[src/rtl/uart_rx_deframer.sv]
// Strips 0x7E/0x7D framing and the trailing two's-complement checksum from the RX FIFO byte stream.
// Payload leaves on a valid/ready stream; each closed frame produces one frame_done/frame_err strobe.
//
//  state    | meaning
//  ---------+--------------------------------------------------------------
//  S_HUNT   | discard bytes until a flag is seen
//  S_START  | flag seen, no payload byte yet (len == 0)
//  S_DATA   | inside a frame, at least one byte in hold/len
//  S_ESCAPE | escape prefix consumed, next byte is XORed with 0x20
module uart_rx_deframer #(
   parameter int          MAX_LEN = 255,
   parameter logic [7:0]  FLAG    = 8'h7E,
   parameter logic [7:0]  ESC     = 8'h7D
) (
   input  logic       clk,
   input  logic       reset_n,
   input  logic [7:0] fifo_data,
   input  logic       fifo_empty,
   output logic       fifo_read,
   output logic [7:0] out_data,
   output logic       out_valid,
   input  logic       out_ready,
   output logic       frame_done,
   output logic [1:0] frame_err,
   output logic [7:0] err_count
);

   localparam int                LEN_W    = $clog2(MAX_LEN + 2);
   localparam logic [LEN_W-1:0]  LEN_FULL = LEN_W'(MAX_LEN + 1);

   localparam logic [1:0] ERR_OK       = 2'd0;
   localparam logic [1:0] ERR_CHECKSUM = 2'd1;
   localparam logic [1:0] ERR_OVERFLOW = 2'd2;
   localparam logic [1:0] ERR_ABORT    = 2'd3;

   typedef enum logic [1:0] {
      S_HUNT   = 2'd0,
      S_START  = 2'd1,
      S_DATA   = 2'd2,
      S_ESCAPE = 2'd3
   } state_t;

   state_t           state_q,      state_d;
   logic [7:0]       hold_q,       hold_d;
   logic             hold_valid_q, hold_valid_d;
   logic [7:0]       out_data_q,   out_data_d;
   logic             out_valid_q,  out_valid_d;
   logic [7:0]       sum_q,        sum_d;
   logic [LEN_W-1:0] len_q,        len_d;
   logic             frame_done_q, frame_done_d;
   logic [1:0]       frame_err_q,  frame_err_d;
   logic [7:0]       err_count_q,  err_count_d;

   logic       is_flag;
   logic       is_esc;
   logic       data_ok;
   logic       pop_rule;
   logic [7:0] byte_in;
   logic       done_req;
   logic [1:0] done_code;

   assign is_flag = (fifo_data == FLAG);
   assign is_esc  = (fifo_data == ESC);
   assign byte_in = (state_q == S_ESCAPE) ? (fifo_data ^ 8'h20) : fifo_data;

   // A payload byte may enter hold only if whatever hold displaces has somewhere to go.
   assign data_ok = !hold_valid_q || !out_valid_q || out_ready;

   always_comb begin
      pop_rule = 1'b0;
      case (state_q)
         S_HUNT:   pop_rule = 1'b1;
         S_START,
         S_DATA: begin
            if (is_flag)     pop_rule = !out_valid_q;
            else if (is_esc) pop_rule = 1'b1;
            else             pop_rule = data_ok;
         end
         S_ESCAPE: begin
            if (is_flag) pop_rule = !out_valid_q;
            else         pop_rule = data_ok;
         end
         default:  pop_rule = 1'b0;
      endcase
   end

   assign fifo_read = reset_n && !fifo_empty && pop_rule;

   always_comb begin
      state_d      = state_q;
      hold_d       = hold_q;
      hold_valid_d = hold_valid_q;
      out_data_d   = out_data_q;
      out_valid_d  = out_valid_q && !out_ready;
      sum_d        = sum_q;
      len_d        = len_q;
      frame_done_d = 1'b0;
      frame_err_d  = frame_err_q;
      err_count_d  = err_count_q;
      done_req     = 1'b0;
      done_code    = ERR_OK;

      if (fifo_read) begin
         case (state_q)
            S_HUNT: begin
               if (is_flag) begin
                  state_d      = S_START;
                  hold_valid_d = 1'b0;
                  sum_d        = 8'h00;
                  len_d        = '0;
               end
            end
            default: begin
               if (is_flag) begin
                  if (state_q == S_ESCAPE) begin
                     done_req  = 1'b1;
                     done_code = ERR_ABORT;
                  end else if (state_q == S_DATA) begin
                     done_req = 1'b1;
                     if (len_q == LEN_W'(1))   done_code = ERR_ABORT;
                     else if (sum_q != 8'h00)  done_code = ERR_CHECKSUM;
                     else                      done_code = ERR_OK;
                  end
                  state_d = S_START;
               end else if (is_esc && state_q != S_ESCAPE) begin
                  state_d = S_ESCAPE;
               end else if (len_q == LEN_FULL) begin
                  // Overflow: drop this byte and resynchronise on the next flag.
                  done_req  = 1'b1;
                  done_code = ERR_OVERFLOW;
                  state_d   = S_HUNT;
               end else begin
                  hold_d       = byte_in;
                  hold_valid_d = 1'b1;
                  if (hold_valid_q) begin
                     out_data_d  = hold_q;
                     out_valid_d = 1'b1;
                  end
                  sum_d   = sum_q + byte_in;
                  len_d   = len_q + LEN_W'(1);
                  state_d = S_DATA;
               end
            end
         endcase
      end

      if (done_req) begin
         frame_done_d = 1'b1;
         frame_err_d  = done_code;
         hold_valid_d = 1'b0;
         sum_d        = 8'h00;
         len_d        = '0;
         if (done_code != ERR_OK && err_count_q != 8'hFF)
            err_count_d = err_count_q + 8'd1;
      end
   end

   always_ff @(posedge clk or negedge reset_n) begin
      if (!reset_n) begin
         state_q      <= S_HUNT;
         hold_q       <= 8'h00;
         hold_valid_q <= 1'b0;
         out_data_q   <= 8'h00;
         out_valid_q  <= 1'b0;
         sum_q        <= 8'h00;
         len_q        <= '0;
         frame_done_q <= 1'b0;
         frame_err_q  <= 2'd0;
         err_count_q  <= 8'h00;
      end else begin
         state_q      <= state_d;
         hold_q       <= hold_d;
         hold_valid_q <= hold_valid_d;
         out_data_q   <= out_data_d;
         out_valid_q  <= out_valid_d;
         sum_q        <= sum_d;
         len_q        <= len_d;
         frame_done_q <= frame_done_d;
         frame_err_q  <= frame_err_d;
         err_count_q  <= err_count_d;
      end
   end

   assign out_data   = out_data_q;
   assign out_valid  = out_valid_q;
   assign frame_done = frame_done_q;
   assign frame_err  = frame_err_q;
   assign err_count  = err_count_q;

endmodule

[config.mk]
export PLATFORM = sky130hd
export DESIGN_NAME = uart_rx_deframer
export DESIGN_NICKNAME = d
export VERILOG_FILES = /design/src/rtl/uart_rx_deframer.sv
export SDC_FILE = /design/constraint.sdc
export NUM_CORES = 1
export LEC_CHECK = 0
export BUFFER_PORTS_ARGS = -buffer_cell sky130_fd_sc_hd__buf_4
export CORE_MARGIN = 2
export CORE_UTILIZATION = 40
export DETAILED_ROUTE_END_ITERATION = 8
export HOLD_SLACK_MARGIN = 0.02
export SLEW_MARGIN = 30
export SYNTH_ARGS = -nofsm -noshare
export SYNTH_HDL_FRONTEND = slang
export SYNTH_SLANG_ARGS = --single-unit
export TNS_END_PERCENT = 50
[constraint.sdc]
create_clock -name clk -period 2.43 [get_ports clk]
set_clock_uncertainty 0.15 [all_clocks]
set_input_delay 0.243 -clock clk [delete_from_list [all_inputs] [get_ports clk]]
set_output_delay 0.243 -clock clk [all_outputs]
set_load 0.005 [all_outputs]
== Yosys cells after proc, flatten, opt, wreduce, memory -nomap -nowiden ==
Index checks and enable logic that the tools add are counted.
W data, S select, Z words.

* Register bits after elaboration: 48
* Bits of input ports: 12
* Output and inout bits: 21
* Logic and storage cells: 107

* Add/sub/neg operators: 3
* Equality and inequality tests: 14
* Multiplexer cells: 54
* Bitwise operators: 5
* Reductions and logical operators: 21

{| class="wikitable"
|+ Operator list
! cell !! number
|-
| $mux W9 || 7
|-
| $mux W8 || 7
|-
| $mux W2 || 13
|-
| $mux W1 || 25
|-
| $eq A8 B7 Y1 const B || 2
|-
| $reduce_and A5 Y1 || 2
|-
| $add A9 B1 Y9 const B || 1
|-
| $eq A9 B1 Y1 const B || 1
|-
| $eq A9 B9 Y1 const B || 1
|-
| $ne A3 B3 Y1 const B || 3
|-
| $add A8 B1 Y8 const B || 1
|-
| $add A8 B8 Y8 || 1
|-
| $ne A8 B8 Y1 const B || 1
|-
| $reduce_bool A8 Y1 || 1
|-
| $mux W6 || 1
|-
| $reduce_and A6 Y1 || 1
|-
| $logic_and A1 B1 Y1 || 5
|-
| $not A1 Y1 || 5
|-
| $eq A2 B2 Y1 const B || 2
|-
| $logic_not A1 Y1 || 4
|-
| $ne A2 B2 Y1 const B || 2
|-
| $reduce_and A2 Y1 || 2
|-
| $reduce_bool A2 Y1 || 2
|-
| $ne A3 B1 Y1 const B || 1
|-
| other kinds (5) || 6
|}

== Longest topological paths before layout ==
Gate-level depths: netlist of run 1.

* Depth after elaboration: 11
* Depth in mapped cells: 10
* Mapped depth without buffers: 9

== Least setup slack after synthesis of run 1 ==
No wires, ideal clock.

* Path type: reg-to-reg
* From: reg len_q[0]
* To: reg frame_err_q[0] (netlist: frame_err[0])
* Setup time: 0.125 ns
* Arrival time: 2.069 ns
* Data required time: 2.155 ns
* Path slack: 0.086 ns
* Stages on the path, launching flop included: 9
* Buffers on the path: 1
* Clock period less this slack: 2.344 ns
* Cells stage by stage: dfrtp_1 > inv_1 > ha_1 > or4bb_1 > o21bai_1 > o221ai_2 > nor4_2 > buf_4 > mux2_2

* Elaborated cells on any way between the ends: 13
* Those cells by class: eq/ne: 2; mux: 11

{| class="wikitable"
|+ RTL lines
! what !! RTL line !! RTL
|-
| start: declaration || 49 || <nowiki>logic [LEN_W-1:0] len_q, len_d;</nowiki>
|-
| start signal: assignment || 177 || <nowiki>len_q <= len_d;</nowiki>
|-
| $eq A9 B9 Y1 || 127 || <nowiki>end else if (len_q == LEN_FULL) begin</nowiki>
|-
| $mux W1 || 127 ||
|-
| $mux W1 || 125 || <nowiki>end else if (is_esc && state_q != S_ESCAPE) begin</nowiki>
|-
| $mux W1 || 114 || <nowiki>if (is_flag) begin</nowiki>
|-
| $mux W1 || 104 || <nowiki>case (state_q)</nowiki>
|-
| $mux W1 || 103 || <nowiki>if (fifo_read) begin</nowiki>
|-
| named net done_req || 59 || <nowiki>logic done_req;</nowiki>
|-
| end signal: assignment || 179 || <nowiki>frame_err_q <= frame_err_d;</nowiki>
|-
| end: declaration || 51 || <nowiki>logic [1:0] frame_err_q, frame_err_d;</nowiki>
|}

The timed path passes the listed nets, and every way through them passes these cells.
A chain may end at the register's enable or synchronous reset.

== Worst setup path after layout of run 1 ==
* From: reg state_q[0]
* To: out fifo_read

* Word-level cells in the longest chain between the ends: 4
* Elaborated cells on any way between the ends: 7
* Those cells by class: eq/ne: 3; mux: 1; reduce/logical: 3

{| class="wikitable"
|+ Ends and longest elaborated chain
! what !! RTL line !! RTL
|-
| start: declaration || 43 || <nowiki>state_t state_q, state_d;</nowiki>
|-
| start signal: assignment || 171 || <nowiki>state_q <= state_d;</nowiki>
|-
| $eq A2 B2 Y1 / $eq A2 B1 Y1 (equally long branches) || 71 || <nowiki>case (state_q)</nowiki>
|-
| $reduce_or A2 Y1 || 71 ||
|-
| $pmux W1 S3 * || 71 ||
|-
| $logic_and A1 B1 Y1 * || 87 || <nowiki>assign fifo_read = reset_n && !fifo_empty && pop_rule;</nowiki>
|-
| end: declaration || 19 || <nowiki>output logic fifo_read,</nowiki>
|}

Mark *: on every way between the ends. The rest lies on a longest branch, timed or not.

==> results.json, run 1 <==
{
  "power.density_cell_area_mw_per_mm2": 1030,
  "fp.dieArea_mm2": 0.00734,
  "register_area_mm2": 0.00120,
  "worst_ir_drop_vdd_v": 0.000583,
  "finalWeightedCongestion": 0.875,
  "clk-insertion-delay-late_ps": 300,
  "crit_fanout": 3,
  "drt_first_iter_violations": 105,
  "synthFlopType": "sky130_fd_sc_hd__dfrtp_1",
  "chipHeight_um": 85.6,
  "crit_type": "flop to output port",
  "timing.setup.tns_ps": 0,
  "numCtsBuffers": 5,
  "htree_levels": 2,
  "io_pins": 33,
  "portion_of_the_post_synthesis_area_used_by_sequential_elements_pct": 45.0,
  "die-width_um": 85.6,
  "ant_nets": 0,
  "synth.largest_area_cell": "sky130_fd_sc_hd__dfrtp_1",
  "post-place-cells": 385,
  "ff_latch_count_synth": 48,
  "multi_input_comb_area_mm2": 0.00145,
  "first_pass_detailed_route_iteration_total": 6,
  "yosys_warnings": 0,
  "grt_max_degree": 49,
  "dpl-instance-area_mm2": 0.00309,
  "grt_pass1_vias": 2070,
  "layout-drive-gt1-share_pct": 28.2,
  "synthTopCellsByArea": "sky130_fd_sc_hd__dfrtp_1 (45%), sky130_fd_sc_hd__ha_1 (7.0%), sky130_fd_sc_hd__nand2_1 (6.2%), sky130_fd_sc_hd__mux2_2 (3.8%), sky130_fd_sc_hd__xnor2_1 (3.3%)",
  "slew_viol_final": 0,
  "detailed_place_hpwl_um": 4310,
  "cts_tree": "built",
  "avgViaCountPerCell": 5.22,
  "synthDominantCellAreaShare_pct": 45.0,
  "synthesis.instances": 266,
  "cts.reportedPaths.clkPinSlew_ps": 100,
  "finished_core_util_pct": 52.7,
  "area_of_the_core_mm2": 0.00639,
  "final_hold_viol_count": 0,
  "grt_overflow_total": 0,
  "maxCapViolations": 0,
  "period_needed_ps": 2410,
  "grt_antenna_before_repair": 0,
  "via_count": 2103,
  "worstSetupEndpointType": "output port",
  "highest_clock_rate_mhz": 414,
  "starting_density_of_the_core_pct": 41.8,
  "gr_met1_demand_resource_pct": 24.3,
  "synth.distinct_cells": 53,
  "design_area_mm2": 0.00337,
  "slew_headroom_pct": 59.9,
  "synth.cells.most_frequent": "sky130_fd_sc_hd__dfrtp_1 (48), sky130_fd_sc_hd__nand2_1 (44), sky130_fd_sc_hd__inv_1 (16)",
  "static-leakage-power_nw": 1.60,
  "m3_gr_usage_pct": 2.31,
  "flow.area_growth_from_synthesis_pct": 26.3,
  "wl_um": 6050,
  "postSynth.asyncResetShare_pct": 100,
  "cts.sinks": 48,
  "design.final.nets": 353,
  "grt_setup_unrepaired": "true",
  "grt_first_pass_wirelength_um": 10000,
  "crit_required_ps": 2040,
  "postSynthAreaPerCell_um2": 10.0,
  "placement_rows": 29,
  "worst-slew-pin-transition_ps": 601,
  "cts.path.max_buffers": 2,
  "cts-root-buf": "sky130_fd_sc_hd__clkbuf_8",
  "syn_nets": 294,
  "final_non_filler_cell_total": 403,
  "filler_cell_count": 592,
  "grt_busiest_layer": "met2",
  "layout_worst_path_cycle_share_pct": 99.3,
  "synthMostInstantiatedCell": "sky130_fd_sc_hd__dfrtp_1",
  "run_status": "complete, no violations",
  "crit_arrival_ps": 2020,
  "met2_usage_pct": 28.1,
  "synth_enable_flop_cells": 0,
  "avgRoutedWirePerCell_um": 15.0,
  "port_buffers": 32,
  "setup_viol": 0,
  "holdCritPathClass": "input pin to flop",
  "synthesis.area_mm2": 0.00267,
  "route.detailed.drc": 0,
  "critical_path_startpoint_category": "flop",
  "grt_usage_pct": 17.3,
  "antenna_cells_inserted": 0
}
-- sequential cells by signal, summed over array words and instances, names as in the netlist, 2 cells and up --
register / count
frame_err: 2
err_count: 8
len_q: 9
state_q: 2
out_data: 8
hold_q: 8
sum_q: 8
-- metal layers --
metal / routed length, um / vias to the layer above
li1: - / 1058
met1: 2980 / 1019
met2: 2880 / 19
met3: 114 / 7
met4: 70 / 0
met5: 0 / -
-- metrics by stage --
step                      hold slack [ps]  power, W  setup WS [ps]
after floorplan                      -203   0.00221           86.2
after global placement                278   0.00269          -21.5
after detailed placement              280   0.00273          -66.8
after CTS                            20.4   0.00339           12.1
after global routing                 32.2   0.00378           -118
final                                19.6   0.00348           16.1
-- power breakdown --
| part | switching (W) | total (W) | internal, W | leakage [nW] |
|---|---|---|---|---|
| combinational | 0.000829 | 0.00165 | 0.000821 | 0.922 |
| sequential | 0.000186 | 0.00124 | 0.00106 | 0.624 |
| clock | 0.000284 | 0.000589 | 0.000305 | 0.0541 |
| total | 0.00130 | 0.00348 | 0.00218 | 1.60 |
-- final timing paths --
check | startpoint | end | slack (ps) | cells past startpoint
max | state_q[0] | fifo_read | 20 | 7
min | fifo_data[4] | hold_q[4] | 20 | 3
max reg2reg | len_q[1] | err_count[1] | 50 | 9
min reg2reg | hold_q[1] | hold_q[1] | 330 | 2
max in group asynchronous | reset_n | len_q[1] | 1270 | 3
min in group asynchronous | reset_n | hold_q[5] | 460 | 3
-- cell families (layout without fill, tap and decap cells) --
family / count (synthesis) / in the layout / synth area share (%)
buffers and inverters: 23 / 82 / 3.61
DFF: 48 / 48 / 45.0
AOI/OAI and AO/OA: 48 / 48 / 12.9
muxes: 13 / 13 / 5.49
xor gates and xnor gates: 16 / 16 / 5.26
adders and majority gates: 16 / 16 / 7.79
and+or+nand+nor: 102 / 103 / 19.9
-- cell type report --
type	instances	share of cell area, %
well taps	77	2.86
multi-input cells	196	43.0
clock inverters	3	1.26
repair buffers	58	13.4
flip-flops and latches	48	35.7
inverters	16	1.78
clock buffers	5	2.04
-- placed cells by master (no fill, tap or decap), types with 2 or more instances in the layout --
cell                             n
sky130_fd_sc_hd__a211oi_1        2
sky130_fd_sc_hd__mux2_2          8
sky130_fd_sc_hd__inv_1          14
sky130_fd_sc_hd__nor2_1          9
sky130_fd_sc_hd__or3_1           2
sky130_fd_sc_hd__nor4_4          2
sky130_fd_sc_hd__xnor2_1        10
sky130_fd_sc_hd__buf_4          51
sky130_fd_sc_hd__nand3_1        11
sky130_fd_sc_hd__o21bai_1        2
sky130_fd_sc_hd__and3_1          6
sky130_fd_sc_hd__nand4_1         6
sky130_fd_sc_hd__ha_1           14
sky130_fd_sc_hd__inv_2           2
sky130_fd_sc_hd__a22o_1          4
sky130_fd_sc_hd__dfrtp_1        48
sky130_fd_sc_hd__o21ai_0        10
sky130_fd_sc_hd__nand2_1        44
sky130_fd_sc_hd__nor3_1          2
sky130_fd_sc_hd__dlygate4sd3_1   3
sky130_fd_sc_hd__xor2_1          5
sky130_fd_sc_hd__buf_6           3
sky130_fd_sc_hd__and2_1          2
sky130_fd_sc_hd__mux2_4          2
sky130_fd_sc_hd__o31ai_1         2
sky130_fd_sc_hd__nand2_4         2
sky130_fd_sc_hd__clkbuf_8        5
sky130_fd_sc_hd__a21oi_1        14
sky130_fd_sc_hd__nand2b_1        4
sky130_fd_sc_hd__nor4_1          2
sky130_fd_sc_hd__mux2i_1         3
-- critical path, stage by stage, from the launching register on --
cell                       delay, ps
sky130_fd_sc_hd__dfrtp_1         380
sky130_fd_sc_hd__inv_1            80
sky130_fd_sc_hd__ha_1            310
sky130_fd_sc_hd__o22a_1          260
sky130_fd_sc_hd__a221oi_4        320
sky130_fd_sc_hd__buf_4           160
sky130_fd_sc_hd__nor2_1           60
sky130_fd_sc_hd__buf_4           150
-- timing repair --
action | CTS | global route
setup buffers | 1 | 4
cloned | 0 | 2
pin swaps | 1 | 5
gates resized for setup | 3 | 16
endpoints found under the setup margin | 10 | 42
hold buffers | 3 | 0
endpoints found under the hold margin | 50 | 0
No activity file was read; power rests on OpenSTA's default activity.
==> inputs of run 2 (changes only) <==
HOLD_SLACK_MARGIN = 0.08   (was 0.02)
==> results.json, run 2 (same netlist as run 1, synthesis figures left out) <==
{
  "cts-root-buf": "sky130_fd_sc_hd__clkbuf_8",
  "holdCritPathClass": "input pin to flop",
  "cts.reportedPaths.clkPinSlew_ps": 100,
  "crit_fanout": 3,
  "register_area_mm2": 0.00120,
  "slew_headroom_pct": 59.1,
  "layout-drive-gt1-share_pct": 27.7,
  "fp.dieArea_mm2": 0.00734,
  "finished_core_util_pct": 53.7,
  "power.share.combinational_pct": 47.5,
  "cp_slowest_cell": "sky130_fd_sc_hd__dfrtp_1",
  "power.density_cell_area_mw_per_mm2": 1020,
  "grt_pass1_vias": 2096,
  "die-width_um": 85.6,
  "crit_required_ps": 2040,
  "detailed_place_hpwl_um": 4310,
  "period_needed_ps": 2420,
  "share_seq_of_total_power_pct": 35.6,
  "design.final.nets": 359,
  "slew_viol_final": 0,
  "grt_first_pass_wirelength_um": 10200,
  "io_pins": 33,
  "dpl-instance-area_mm2": 0.00309,
  "ant_nets": 0,
  "worstSetupPathDepth": 7,
  "filler_cell_count": 584,
  "startpoint": "state_q[0]",
  "worst_r2r_startpoint": "len_q[1]",
  "cts.sinks": 48,
  "cp_top_family": "compound AO/OA/AOI/OAI gates",
  "final_cell_mix": "sky130_fd_sc_hd__buf_4 (51), sky130_fd_sc_hd__dfrtp_1 (48), sky130_fd_sc_hd__nand2_1 (44)",
  "finalWeightedCongestion": 0.875,
  "design_area_mm2": 0.00343,
  "placement_rows": 29,
  "p_sw_w": 0.00130,
  "highest_clock_rate_mhz": 414,
  "commonest_non_fill_non_tap_cell_in_the_layout": "sky130_fd_sc_hd__buf_4",
  "grt_setup_unrepaired": "true",
  "largest_reg_flops": 9,
  "htree_levels": 2,
  "grt_antenna_before_repair": 0,
  "worstSetupEndpointType": "output port",
  "antenna_cells_inserted": 0,
  "starting_density_of_the_core_pct": 41.8,
  "grt_usage_pct": 17.6,
  "avgRoutedWirePerCell_um": 15.0,
  "cp.buffers_inverters": 3,
  "critical_path_startpoint_category": "flop",
  "multi_input_comb_area_mm2": 0.00145,
  "reg2reg_to": "err_count[1]",
  "critical_path_cell_sequence": "inv_1 > ha_1 > o22a_1 > a221oi_4 > buf_4 > nor2_1 > buf_4",
  "power_report.internal_total_w": 0.00219,
  "crit_path_frequent_cell": "sky130_fd_sc_hd__buf_4",
  "maxCapViolations": 0,
  "crit_arrival_ps": 2030,
  "worst_ir_drop_vdd_v": 0.000577,
  "regToRegSetupSlack_ps": 50,
  "numCtsBuffers": 5,
  "final_hold_viol_count": 0,
  "slowest_delay_ps": 380,
  "static-leakage-power_nw": 1.63,
  "worst-slew-pin-transition_ps": 614,
  "drt_first_iter_violations": 142,
  "port_buffers": 32,
  "crit_path_end": "fifo_read",
  "cts.path.max_buffers": 2,
  "worstRegToRegCells": 9,
  "route.detailed.drc": 0,
  "chipHeight_um": 85.6,
  "switching_share_pct": 37.3,
  "crit_type": "flop to output port",
  "layout_worst_path_cycle_share_pct": 99.5,
  "grt_max_degree": 49,
  "via_count": 2123,
  "wl_um": 6140,
  "first_pass_detailed_route_iteration_total": 5,
  "power.clock.fraction_pct": 16.9,
  "run_status": "complete, no violations",
  "grt_overflow_total": 0,
  "avgViaCountPerCell": 5.19,
  "flow.area_growth_from_synthesis_pct": 28.5,
  "clk-insertion-delay-late_ps": 310,
  "top_register": "len_q",
  "area_of_the_core_mm2": 0.00639,
  "cts_tree": "built",
  "setup_viol": 0
}
## run 2: tightest hold or removal path: cells and delay by family
kind,cells,cell delay (ps)
xor+xnor,1,80
buf+inv,1,110
simple gates,2,100
## run 2: final cells by class
type                    count  area share, %
clock buffers               5           2.01
clock inverters             3           1.24
inverters                  16           1.75
multi-input cells         196           42.2
flip-flops and latches     48           35.0
well taps                  77           2.81
repair buffers             64           14.9
## run 2: routing by layer
layer  up-vias  part of all wire [%]  global-route usage [%]
li1       1072                     -                       -
met1      1009                    49                    24.9
met2        31                    46                    27.3
met3        11                   3.2                    2.79
met4         0                   1.8                    6.20
met5         -                     0                       0
## run 2: metrics by stage
stage	instances	power (W)	setup TNS, ps	hold slack, ps	setup WS (ps)
finish	409	0.00349	0	94.9	12.0
global route	409	0.00379	-703	104	-118
CTS	403	0.00340	0	103	12.1
detailed placement	385	0.00273	-66.8	280	-66.8
global placement	385	0.00269	-21.5	278	-21.5
floorplan	266	0.00221	0	-203	86.2
## run 2: power groups by stage
stage	sequential, W	clock (W)	combinational [W]
after global placement	0.00124	0	0.00145
after CTS	0.00124	0.000603	0.00156
final	0.00124	0.000591	0.00166
after global routing	0.00128	0.000640	0.00187
after detailed placement	0.00125	0	0.00148
after floorplan	0.00123	0	0.000982
## run 2: worst min-delay path by stage
stage	start	end	slack, ps	cells past startpoint
2_1_floorplan	reset_n	err_count[0]	-200	0
3_3_place_gp	reset_n	sum_q[4]	280	2
3_5_place_dp	reset_n	hold_q[3]	280	2
4_1_cts	fifo_data[5]	hold_q[5]	100	4
5_1_grt	fifo_data[5]	hold_q[5]	100	4
6_report	fifo_data[5]	hold_q[5]	90	4
## run 2: what timing repair did
action                     in CTS  in global routing
pin swaps                       1                  5
hold buffers                    9                  0
hold endpoints to repair       56                  0
resized for setup               3                 16
setup buffers                   1                  4
setup endpoints to repair      10                 42
cloned                          0                  2
==> inputs of run 3 (changes only) <==
ABC_CLOCK_PERIOD_IN_PS = 3100   (was unset)
SLEW_MARGIN = 20   (was 30)
clock period = 3.1 ns   (was 2.43 ns; I/O delays follow)
==> results.json, run 3 (same netlist as run 1, synthesis figures left out) <==
{
  "area_of_the_core_mm2": 0.00639,
  "setup_viol": 0,
  "power.density_cell_area_mw_per_mm2": 769,
  "antenna_cells_inserted": 0,
  "filler_cell_count": 586,
  "chipHeight_um": 85.6,
  "worstSetupEndpointType": "flop",
  "grt_pass1_vias": 1998,
  "starting_density_of_the_core_pct": 41.8,
  "drt_first_iter_violations": 61,
  "slew_headroom_pct": 57.2,
  "final_hold_viol_count": 0,
  "port_buffers": 32,
  "cts.reportedPaths.clkPinSlew_ps": 90,
  "worst-slew-pin-transition_ps": 641,
  "worst_ir_drop_vdd_v": 0.000334,
  "worstSetupPathDepth": 8,
  "maxCapViolations": 0,
  "cp_slowest_cell": "sky130_fd_sc_hd__or4_1",
  "ant_nets": 0,
  "post-place-cells": 372,
  "first_pass_detailed_route_iteration_total": 4,
  "cts_hold_buffers": 6,
  "via_count": 2016,
  "cts.path.max_buffers": 2,
  "postCtsResizedCells": 0,
  "grt_setup_unrepaired": "false",
  "cts-root-buf": "sky130_fd_sc_hd__clkbuf_8",
  "run_status": "complete, no violations",
  "die-width_um": 85.6,
  "detailed_place_hpwl_um": 3990,
  "grt_max_degree": 49,
  "layout_worst_path_cycle_share_pct": 93.1,
  "numCtsBuffers": 5,
  "final_non_filler_cell_total": 385,
  "crit_arrival_ps": 2920,
  "cp.buffers_inverters": 2,
  "io_pins": 33,
  "avgRoutedWirePerCell_um": 14.8,
  "slew_viol_final": 0,
  "cts.sinks": 48,
  "layout-drive-gt1-share_pct": 20.1,
  "flow.area_growth_from_synthesis_pct": 17.6,
  "period_needed_ps": 2890,
  "finalWeightedCongestion": 0.869,
  "fp.dieArea_mm2": 0.00734,
  "post_cts_setup_buffer_count": 0,
  "worstRegToRegCells": 7,
  "crit_type": "input pin to flop",
  "grt_first_pass_wirelength_um": 9820,
  "clk-insertion-delay-late_ps": 300,
  "top_register": "len_q",
  "avgViaCountPerCell": 5.24,
  "final_cell_mix": "sky130_fd_sc_hd__dfrtp_1 (48), sky130_fd_sc_hd__nand2_1 (44), sky130_fd_sc_hd__buf_4 (36)",
  "route.detailed.drc": 0,
  "wl_um": 5710,
  "htree_levels": 2,
  "slowest_delay_ps": 870,
  "critical_path_cell_sequence": "dlygate4sd3_1 > buf_4 > nand4_1 > nor2_2 > a221oi_1 > or4_1 > a21oi_1 > o21ai_0",
  "grt_usage_pct": 17.0,
  "timing.setup.tns_ps": 0,
  "holdCritPathClass": "input pin to flop",
  "largest_reg_flops": 9,
  "number_of_cells_on_the_worst_hold_path": 3,
  "critical_path_startpoint_category": "input pin",
  "commonest_non_fill_non_tap_cell_in_the_layout": "sky130_fd_sc_hd__dfrtp_1",
  "static-leakage-power_nw": 1.48,
  "grt_overflow_total": 0,
  "crit_required_ps": 3130,
  "cp_top_family": "simple AND/OR/NAND/NOR gates",
  "crit_fanout": 18,
  "grt_antenna_before_repair": 0,
  "cts_tree": "built",
  "highest_clock_rate_mhz": 346,
  "placement_rows": 29,
  "design.final.nets": 336
}
## run 3: cell types whose count changed in the layout (fill, tap and decap cells not counted), moves of 2 or more
cell | before | now
sky130_fd_sc_hd__buf_4 | 51 | 36
sky130_fd_sc_hd__buf_6 | 3 | 0
sky130_fd_sc_hd__dlygate4sd3_1 | 9 | 6
sky130_fd_sc_hd__inv_1 | 14 | 16
sky130_fd_sc_hd__inv_2 | 2 | 0
sky130_fd_sc_hd__nand2_4 | 2 | 0
## run 3: area by class of cell
class	count	area [um2]	share of cell area, %
inverters	16	60.1	1.92
clock inverters	1	5.00	0.160
multi-input cells	195	1370	43.7
repair buffers	42	330	10.5
well taps	77	96.3	3.07
clock buffers	6	72.6	2.32
flip-flops and latches	48	1200	38.3
## run 3: power breakdown
group,internal [W],switching [W]
Sequential,0.000828,0.000155
Combinational,0.000505,0.000559
Clock,0.000154,0.000210
## run 3: final timing paths
check / endpoint / from / slack (ps)
hold / removal: hold_q[7] / fifo_data[7] / 110
min in group asynchronous: out_data[4] / reset_n / 560
setup / recovery: len_q[7] / fifo_data[2] / 210
setup reg to reg: len_q[7] / state_q[0] / 410
max in group asynchronous: frame_err[0] / reset_n / 1810
hold reg to reg: hold_q[1] / hold_q[1] / 330
## run 3: layer usage
metal | part of all wire, % | global-route usage, %
met1 | 51 | 24.0
met4 | 1.2 | 5.05
met2 | 45 | 26.7
met3 | 3.2 | 2.89
met5 | 0 | 0
## run 3: worst reg2reg max path: stages, from the launching register on
cell and delay, ps:
sky130_fd_sc_hd__dfrtp_1 380, sky130_fd_sc_hd__inv_1 80, sky130_fd_sc_hd__ha_1 300, sky130_fd_sc_hd__o22a_1 230, sky130_fd_sc_hd__a221oi_1 530, sky130_fd_sc_hd__or4_1 610, sky130_fd_sc_hd__a21oi_1 90, sky130_fd_sc_hd__o21ai_0 220
## run 3: through the flow
stage / power, W / setup slack [ps] / cell area, um2 / util [%] / hold slack (ps)
after floorplan: 0.00173 / 756 / 2670 / - / -136
after global placement: 0.00204 / 504 / 3000 / 46.9 / 307
after detailed placement: 0.00206 / 428 / 3000 / 46.9 / 313
after CTS: 0.00244 / 237 / 3130 / 49.1 / 91.8
after global routing: 0.00263 / 15.2 / 3130 / 49.1 / 93.6
final: 0.00241 / 213 / 3130 / 49.1 / 106
